$ cat src/rtl/if_stage.sv
// Instruction-fetch stage: owns the PC, addresses instruction memory and
// captures the fetched word into the IF/ID register, honouring freeze and branch flush.
module if_stage #(
    parameter int unsigned         ADDR_W   = 32,
    parameter logic [ADDR_W-1:0]   RESET_PC = '0
) (
    input  logic              clk,
    input  logic              rst,
    input  logic              freeze,
    input  logic              branch_taken,
    input  logic [ADDR_W-1:0] branch_addr,
    output logic [ADDR_W-1:0] instru_addr,
    input  logic [31:0]       instru_in,
    output logic [ADDR_W-1:0] id_pc,
    output logic [31:0]       id_instru,
    output logic              id_valid
);

    logic [ADDR_W-1:0] pc;
    logic [ADDR_W-1:0] pc_plus4;
    logic [ADDR_W-1:0] branch_target;
    logic [ADDR_W-1:0] pc_next;

    assign pc_plus4      = pc + ADDR_W'(4);
    assign branch_target = {branch_addr[ADDR_W-1:2], 2'b00};

    // Branch outranks freeze: a resolved branch must never be lost to a stall.
    always_comb begin
        pc_next = pc_plus4;
        if (branch_taken) begin
            pc_next = branch_target;
        end else if (freeze) begin
            pc_next = pc;
        end
    end

    always_ff @(posedge clk or posedge rst) begin
        if (rst) begin
            pc <= RESET_PC;
        end else begin
            pc <= pc_next;
        end
    end

    always_ff @(posedge clk or posedge rst) begin
        if (rst) begin
            id_instru <= 32'b0;
            id_pc     <= '0;
            id_valid  <= 1'b0;
        end else if (branch_taken) begin
            id_instru <= 32'b0;
            id_pc     <= '0;
            id_valid  <= 1'b0;
        end else if (!freeze) begin
            id_instru <= instru_in;
            id_pc     <= pc_plus4;
            id_valid  <= 1'b1;
        end
    end

    // Memory address comes straight from the PC flop, never from an input.
    assign instru_addr = pc;

endmodule

$ cat config.mk
export PLATFORM = sky130hd
export DESIGN_NAME = if_stage
export DESIGN_NICKNAME = d
export VERILOG_FILES = /design/src/rtl/if_stage.sv
export SDC_FILE = /design/constraint.sdc
export NUM_CORES = 1
export LEC_CHECK = 0
export BUFFER_PORTS_ARGS = -buffer_cell sky130_fd_sc_hd__buf_2
export CORE_MARGIN = 2
export CORE_UTILIZATION = 55
export DETAILED_ROUTE_END_ITERATION = 6
export PLACE_DENSITY = 0.94
export SLEW_MARGIN = 20
export SYNTH_ARGS = -nofsm -noshare
export SYNTH_HDL_FRONTEND = slang
export SYNTH_SLANG_ARGS = --single-unit
$ cat constraint.sdc
create_clock -name clk -period 9.5 [get_ports clk]
set_clock_uncertainty 0.15 [all_clocks]
set_input_delay 1.425 -clock clk [delete_from_list [all_inputs] [get_ports clk]]
set_output_delay 1.425 -clock clk [all_outputs]
set_load 0.005 [all_outputs]
; ---- Word level (Yosys, flattened, before mapping)
; Cells that the tools add are included.
; Widths: inputs -> output; s select.
[word_totals]
regBits = 97
inputBits = 68
out_inout_bits = 97
[classes]
n_addsub = 1
n_eq_ne = 1
mux = 7
[ops]
columns = op, count
row1 = $mux 32, 5
row2 = $add 32x3->32 const B, 1
row3 = $mux 1, 2
row4 = $ne 2x1->1 const B, 1

; ---- Logic depth before layout (Yosys ltp)
[logic_depth]
word_depth = 3
ltp_mapped = 7

; ---- Worst setup path before layout
; OpenSTA, ideal clock, no wires.
[synth_timing]
path_kind = input port to flip-flop
from = in freeze
to = reg id_instru[30]
setup_ns = 0.132
arrival_time_ns = 2.675
t_required_ns = 9.218
slack_ns = 6.543
path_stages = 5
path_buffers = 3
cell_sequence = clkbuf_1 buf_1 buf_1 mux2i_1 nor2_1
[synth_via]
elab_chain_len = 1
[synth_rtl]
columns = item, line
row1 = from (decl), 9  ; input logic freeze,
row2 = $ne 2x1->1 (no line), n/a
row3 = to (signal assigned), 55  ; id_instru <= instru_in;
row4 = to (decl), 15  ; output logic [31:0] id_instru,
; Every way passes these cells.
; A chain may end at the register's enable or synchronous reset.

; ---- Final worst setup path
[layout_timing]
from = in freeze
to = reg pc[21] (netlist: instru_addr[21])
[layout_via]
elab_chain_len = 1
[layout_rtl]
columns = item, line
row1 = $ne 2x1->1 (no line), n/a
row2 = to (signal assigned), 41  ; pc <= pc_next;
row3 = to (decl), 19  ; logic [ADDR_W-1:0] pc;
; Every way passes these cells.

==> flow_summary.html <==
<table>
<tr><th>Metric</th><th>Value</th></tr>
<tr><th colspan="2">Outcome</th></tr>
<tr><td>Run status</td><td>finished, final reports clean</td></tr>
<tr><th colspan="2">Synthesis</th></tr>
<tr><td>Proportion of register bits with asynchronous set or reset after synthesis</td><td>1.000</td></tr>
<tr><td>Post-synth EDFFs</td><td>0</td></tr>
<tr><td>Proportion of netlist area held by the largest area contributor</td><td>0.4844</td></tr>
<tr><td>Cells after synthesis</td><td>around 510</td></tr>
<tr><td>Seq/Total Area, Yosys</td><td>0.4844</td></tr>
<tr><td>Top flip-flop cell by instance count after synthesis</td><td>dfrtp_1</td></tr>
<tr><td>Leading post-synthesis cells by instance count</td><td>dfrtp_1, nor2_1, mux2i_1, nand2_1, o21ai_0</td></tr>
<tr><td>Summed instance area of the synthesized netlist</td><td>between 0.004 and 0.005 sq mm</td></tr>
<tr><td>Leading cell type by number of instances after synthesis</td><td>dfrtp_1</td></tr>
<tr><td>Yosys cell types</td><td>52</td></tr>
<tr><td>Register bit count reported by yosys</td><td>between 90 and 100</td></tr>
<tr><td>Synth Area per Inst</td><td>about 9.5 sq um</td></tr>
<tr><td>Most area-consuming cells after synthesis</td><td>dfrtp_1, mux2i_1, nor2_1, xnor2_1, o21ai_0</td></tr>
<tr><td>Library cell with the largest summed area after synthesis</td><td>dfrtp_1</td></tr>
<tr><td>Number of synthesis warnings</td><td>0</td></tr>
<tr><th colspan="2">CTS</th></tr>
<tr><td>Cts bufs inserted</td><td>9</td></tr>
<tr><td>Clock insertion delay at the later pin of the skew report</td><td>about 0.35 ns</td></tr>
<tr><td>Clock buffer depth</td><td>2</td></tr>
<tr><td>Post CTS Setup Buffer Count</td><td>0</td></tr>
<tr><td>Clock tree from TritonCTS</td><td>built</td></tr>
<tr><td>Clock transition at the register clock pins on the worst setup and hold paths after CTS</td><td>around 0.090 ns</td></tr>
<tr><td>Root cell of the clock tree</td><td>clkbuf_8</td></tr>
<tr><td>Hold buffers post-CTS</td><td>0</td></tr>
<tr><td>Post_cts resized</td><td>0</td></tr>
<tr><td>Clock tree sinks</td><td>94</td></tr>
<tr><td>CTS H-Tree Depth</td><td>3</td></tr>
<tr><th colspan="2">Placement</th></tr>
<tr><td>HPWL after detailed placement</td><td>between 9 and 10 mm</td></tr>
<tr><td>Worst slack after detailed placement</td><td>~5.7 ns</td></tr>
<tr><td>Number of port buffers</td><td>160</td></tr>
<tr><td>Final RePlAce weighted congestion</td><td>~0.99</td></tr>
<tr><td>Area post-placement</td><td>0.005617 sq mm</td></tr>
<tr><th colspan="2">Critical path</th></tr>
<tr><td>Crit-path cells</td><td>buf_2, buf_4, clkinv_1, buf_4, nand3_1, or4_1, a31oi_1</td></tr>
<tr><td>Setup Crit Path Kind</td><td>in -&gt; reg</td></tr>
<tr><td>Worst setup SP type</td><td>input port</td></tr>
<tr><td>Instance count on the critical path</td><td>7</td></tr>
<tr><td>Required time worst endpoint</td><td>around 9.6 ns</td></tr>
<tr><td>Critical-path cell with the highest stage delay</td><td>or4_1</td></tr>
<tr><td>Max stage delay on crit path</td><td>approximately 0.5 ns</td></tr>
<tr><td>Number of cells on the worst reg-to-reg path</td><td>5</td></tr>
<tr><td>Arr. time, crit path</td><td>3.58 ns</td></tr>
<tr><td>Family with the most delay on the worst path</td><td>buffers and inverters</td></tr>
<tr><td>Endpoint kind of the worst setup timing path</td><td>flop</td></tr>
<tr><td>Critical Path Fanout Max</td><td>between 60 and 70</td></tr>
<tr><td>Cell mode on critical path</td><td>buf_4</td></tr>
<tr><td>Critical path buffer and inverter count</td><td>4</td></tr>
<tr><th colspan="2">Floorplanning</th></tr>
<tr><td>Vertical die dimension</td><td>just under 100 um</td></tr>
<tr><td>Floorplan Core Area</td><td>~0.0086 sq mm</td></tr>
<tr><td>Num rows</td><td>34</td></tr>
<tr><td>Die area</td><td>between 0.009 and 0.01 sq mm</td></tr>
<tr><td>Initial cell density of the core</td><td>0.5623</td></tr>
<tr><td>Die span in x</td><td>around 98 um</td></tr>
<tr><td>Count of boundary I/O pins</td><td>165</td></tr>
<tr><th colspan="2">Timing</th></tr>
<tr><td>Number of endpoints failing setup at the final stage</td><td>0</td></tr>
<tr><td>Pin slew with the least headroom to its limit</td><td>0.9569 ns</td></tr>
<tr><td>Worst slew margin</td><td>0.3613</td></tr>
<tr><td>Final Cycle Share</td><td>0.3647</td></tr>
<tr><td>Final setup margin</td><td>between 6 and 7 ns</td></tr>
<tr><td>Final critical delay including setup and external delays</td><td>about 3.5 ns</td></tr>
<tr><td>Number of hold violations in the final report</td><td>0</td></tr>
<tr><td>RSZ-0062 raised after global routing</td><td>no</td></tr>
<tr><td>Max Fclk</td><td>just under 0.3 GHz</td></tr>
<tr><td>Final Max Slew Viols</td><td>0</td></tr>
<tr><td>Setup Total Neg Slack</td><td>0 ns</td></tr>
<tr><th colspan="2">Cells and area</th></tr>
<tr><td>Total non-filler cell area in the finished layout</td><td>0.005817 sq mm</td></tr>
<tr><td>Area growth from synthesis to layout</td><td>19.79%</td></tr>
<tr><td>Layout cell share with drive strength beyond 1</td><td>0.2917</td></tr>
<tr><td>Nets</td><td>712</td></tr>
<tr><td>Fillers</td><td>around 680</td></tr>
<tr><td>Ant diodes</td><td>0</td></tr>
<tr><th colspan="2">Power</th></tr>
<tr><td>Cell internal power dissipation</td><td>623.3 uW</td></tr>
<tr><td>Fraction of power consumed by the clock network</td><td>0.307</td></tr>
<tr><td>PwrDens</td><td>151.3 mW/mm^2</td></tr>
<tr><td>Lkg Pwr</td><td>0.002739 uW</td></tr>
<tr><td>IR drop worst, VDD</td><td>roughly 0.11 mV</td></tr>
<tr><td>Switching component of the power</td><td>~260 uW</td></tr>
<tr><td>Fraction of power consumed by sequential logic</td><td>0.529</td></tr>
<tr><td>Combinational Power Share</td><td>0.163</td></tr>
<tr><td>Switching power as a share of total power</td><td>0.2916</td></tr>
<tr><th colspan="2">Route</th></tr>
<tr><td>Routed wire length</td><td>around 13 mm</td></tr>
<tr><td>Number of nets with antenna violations after detailed routing</td><td>0</td></tr>
<tr><td>DR vias</td><td>between 4k and 5k</td></tr>
<tr><td>WL/cell</td><td>between 15 and 20 um</td></tr>
<tr><td>DRC errors left</td><td>0</td></tr>
<tr><td>Number of optimization iterations in the first detailed-route pass</td><td>5</td></tr>
<tr><td>Starting DRT DRC Count</td><td>252</td></tr>
<tr><td>Post-detailed-route via-to-cell ratio</td><td>6.114</td></tr>
<tr><th colspan="2">Global route</th></tr>
<tr><td>Number of antenna violations at the first check in global routing</td><td>0</td></tr>
<tr><td>Global-route wire length before repair</td><td>21.67 mm</td></tr>
<tr><td>Grt ovf</td><td>0</td></tr>
<tr><td>Global-route usage over all layers</td><td>0.2756</td></tr>
<tr><td>Vias in the first global route</td><td>roughly 4.5k</td></tr>
<tr><td>Maximum number of pins on one net before global-route repair</td><td>between 90 and 100</td></tr>
<tr><th colspan="2">Hold path</th></tr>
<tr><td>Worst hold path class</td><td>reg -&gt; reg</td></tr>
<tr><td>Worst hold path stage count</td><td>1</td></tr>
<tr><th colspan="2">Flow run</th></tr>
<tr><td>Count of max-cap constraint violations</td><td>0</td></tr>
</table>
-- through the flow --
step           hold slack (ns)  utilization  total power, uW  instances
5_1_grt                 0.3846       0.6736            920.2        756
4_1_cts                 0.3590       0.6736            882.1        756
6_report                0.3447       0.6736            879.9        756
3_3_place_gp            0.3091       0.6504            607.8        740
2_1_floorplan           0.3242            -            550.2        510
3_5_place_dp            0.3370       0.6504            616.7        740
-- final timing paths --
kind / start / endpoint / slack (ns)
max in group asynchronous: rst / instru_addr[29]$_DFFE_PP0N_ / 7.09
setup / recovery: freeze / instru_addr[21]$_DFFE_PP0N_ / 6.04
setup reg to reg: instru_addr[2]$_DFFE_PP0N_ / id_pc[18]$_DFFE_PP0N_ / 6.73
hold / removal: id_valid$_DFFE_PP0N_ / id_valid$_DFFE_PP0N_ / 0.34
hold reg to reg: id_valid$_DFFE_PP0N_ / id_valid$_DFFE_PP0N_ / 0.34
min in group asynchronous: rst / id_instru[29]$_DFFE_PP0N_ / 0.91
-- final cells by class --
cell class	instances	area, sq um	share of cell area
Multi-Input combinational cell	365	2263	0.3891
Clock buffer	11	141.4	0.02431
Timing Repair Buffer	164	830.8	0.1428
Inverter	9	35.03	0.006023
Sequential cell	94	2352	0.4044
Tap cell	108	135.1	0.02323
Clock inverter	5	58.81	0.01011
-- state kept, by name, summed over array words and instances (netlist names) --
| register | cells |
|---|---|
| id_instru | 32 |
| instru_addr | 30 |
| id_pc | 31 |
| id_valid | 1 |
-- worst reg2reg max path: stages, from the launching register on --
cell,delay (ns)
dfrtp_1,0.47
ha_1,0.27
nand3_1,0.49
nor4_1,0.61
a211oi_1,0.18
a2111oi_0,0.49
-- power groups by stage --
stage                     Clock, uW  Combinational, uW  Sequential [uW]
after floorplan                   0               86.5              464
after detailed placement          0                144              472
after CTS                       272                145              465
after global placement            0                138              470
after global routing            289                160              471
final                           270                144              466
-- cells by family after synthesis --
family / synth area share
muxes: 0.06596
xor gates and xnor gates: 0.04148
other: 0.0007723
DFF: 0.4844
buffers and inverters: 0.05024
AOI/OAI and AO/OA: 0.1273
adders and majority gates: 0.002576
and+or+nand+nor: 0.2273
-- per-layer routing --
metal / share of wire / up-vias / global-route usage
met5: 0 / - / 0
met2: 0.48 / 268 / 0.4615
met4: 0.025 / 0 / 0.1036
met3: 0.10 / 42 / 0.07158
met1: 0.39 / 2191 / 0.3454
li1: - / 2121 / -
-- cells in the final DEF, fill, tap and decap left out, types with 7 or more instances in the layout --
cell      count
a211oi_1     10
a311oi_1     14
a31oi_1      14
buf_2       160
clkbuf_8     10
dfrtp_1      94
inv_1         7
mux2i_1      32
nand2_1      32
nand3_1      16
nand4_1      16
nor2_1       78
nor3_1        9
nor4_1        8
o21ai_0      26
o31ai_1      11
or3_1        16
or4_1        14
xnor2_1      17
Power figures use the tool's default switching activity.
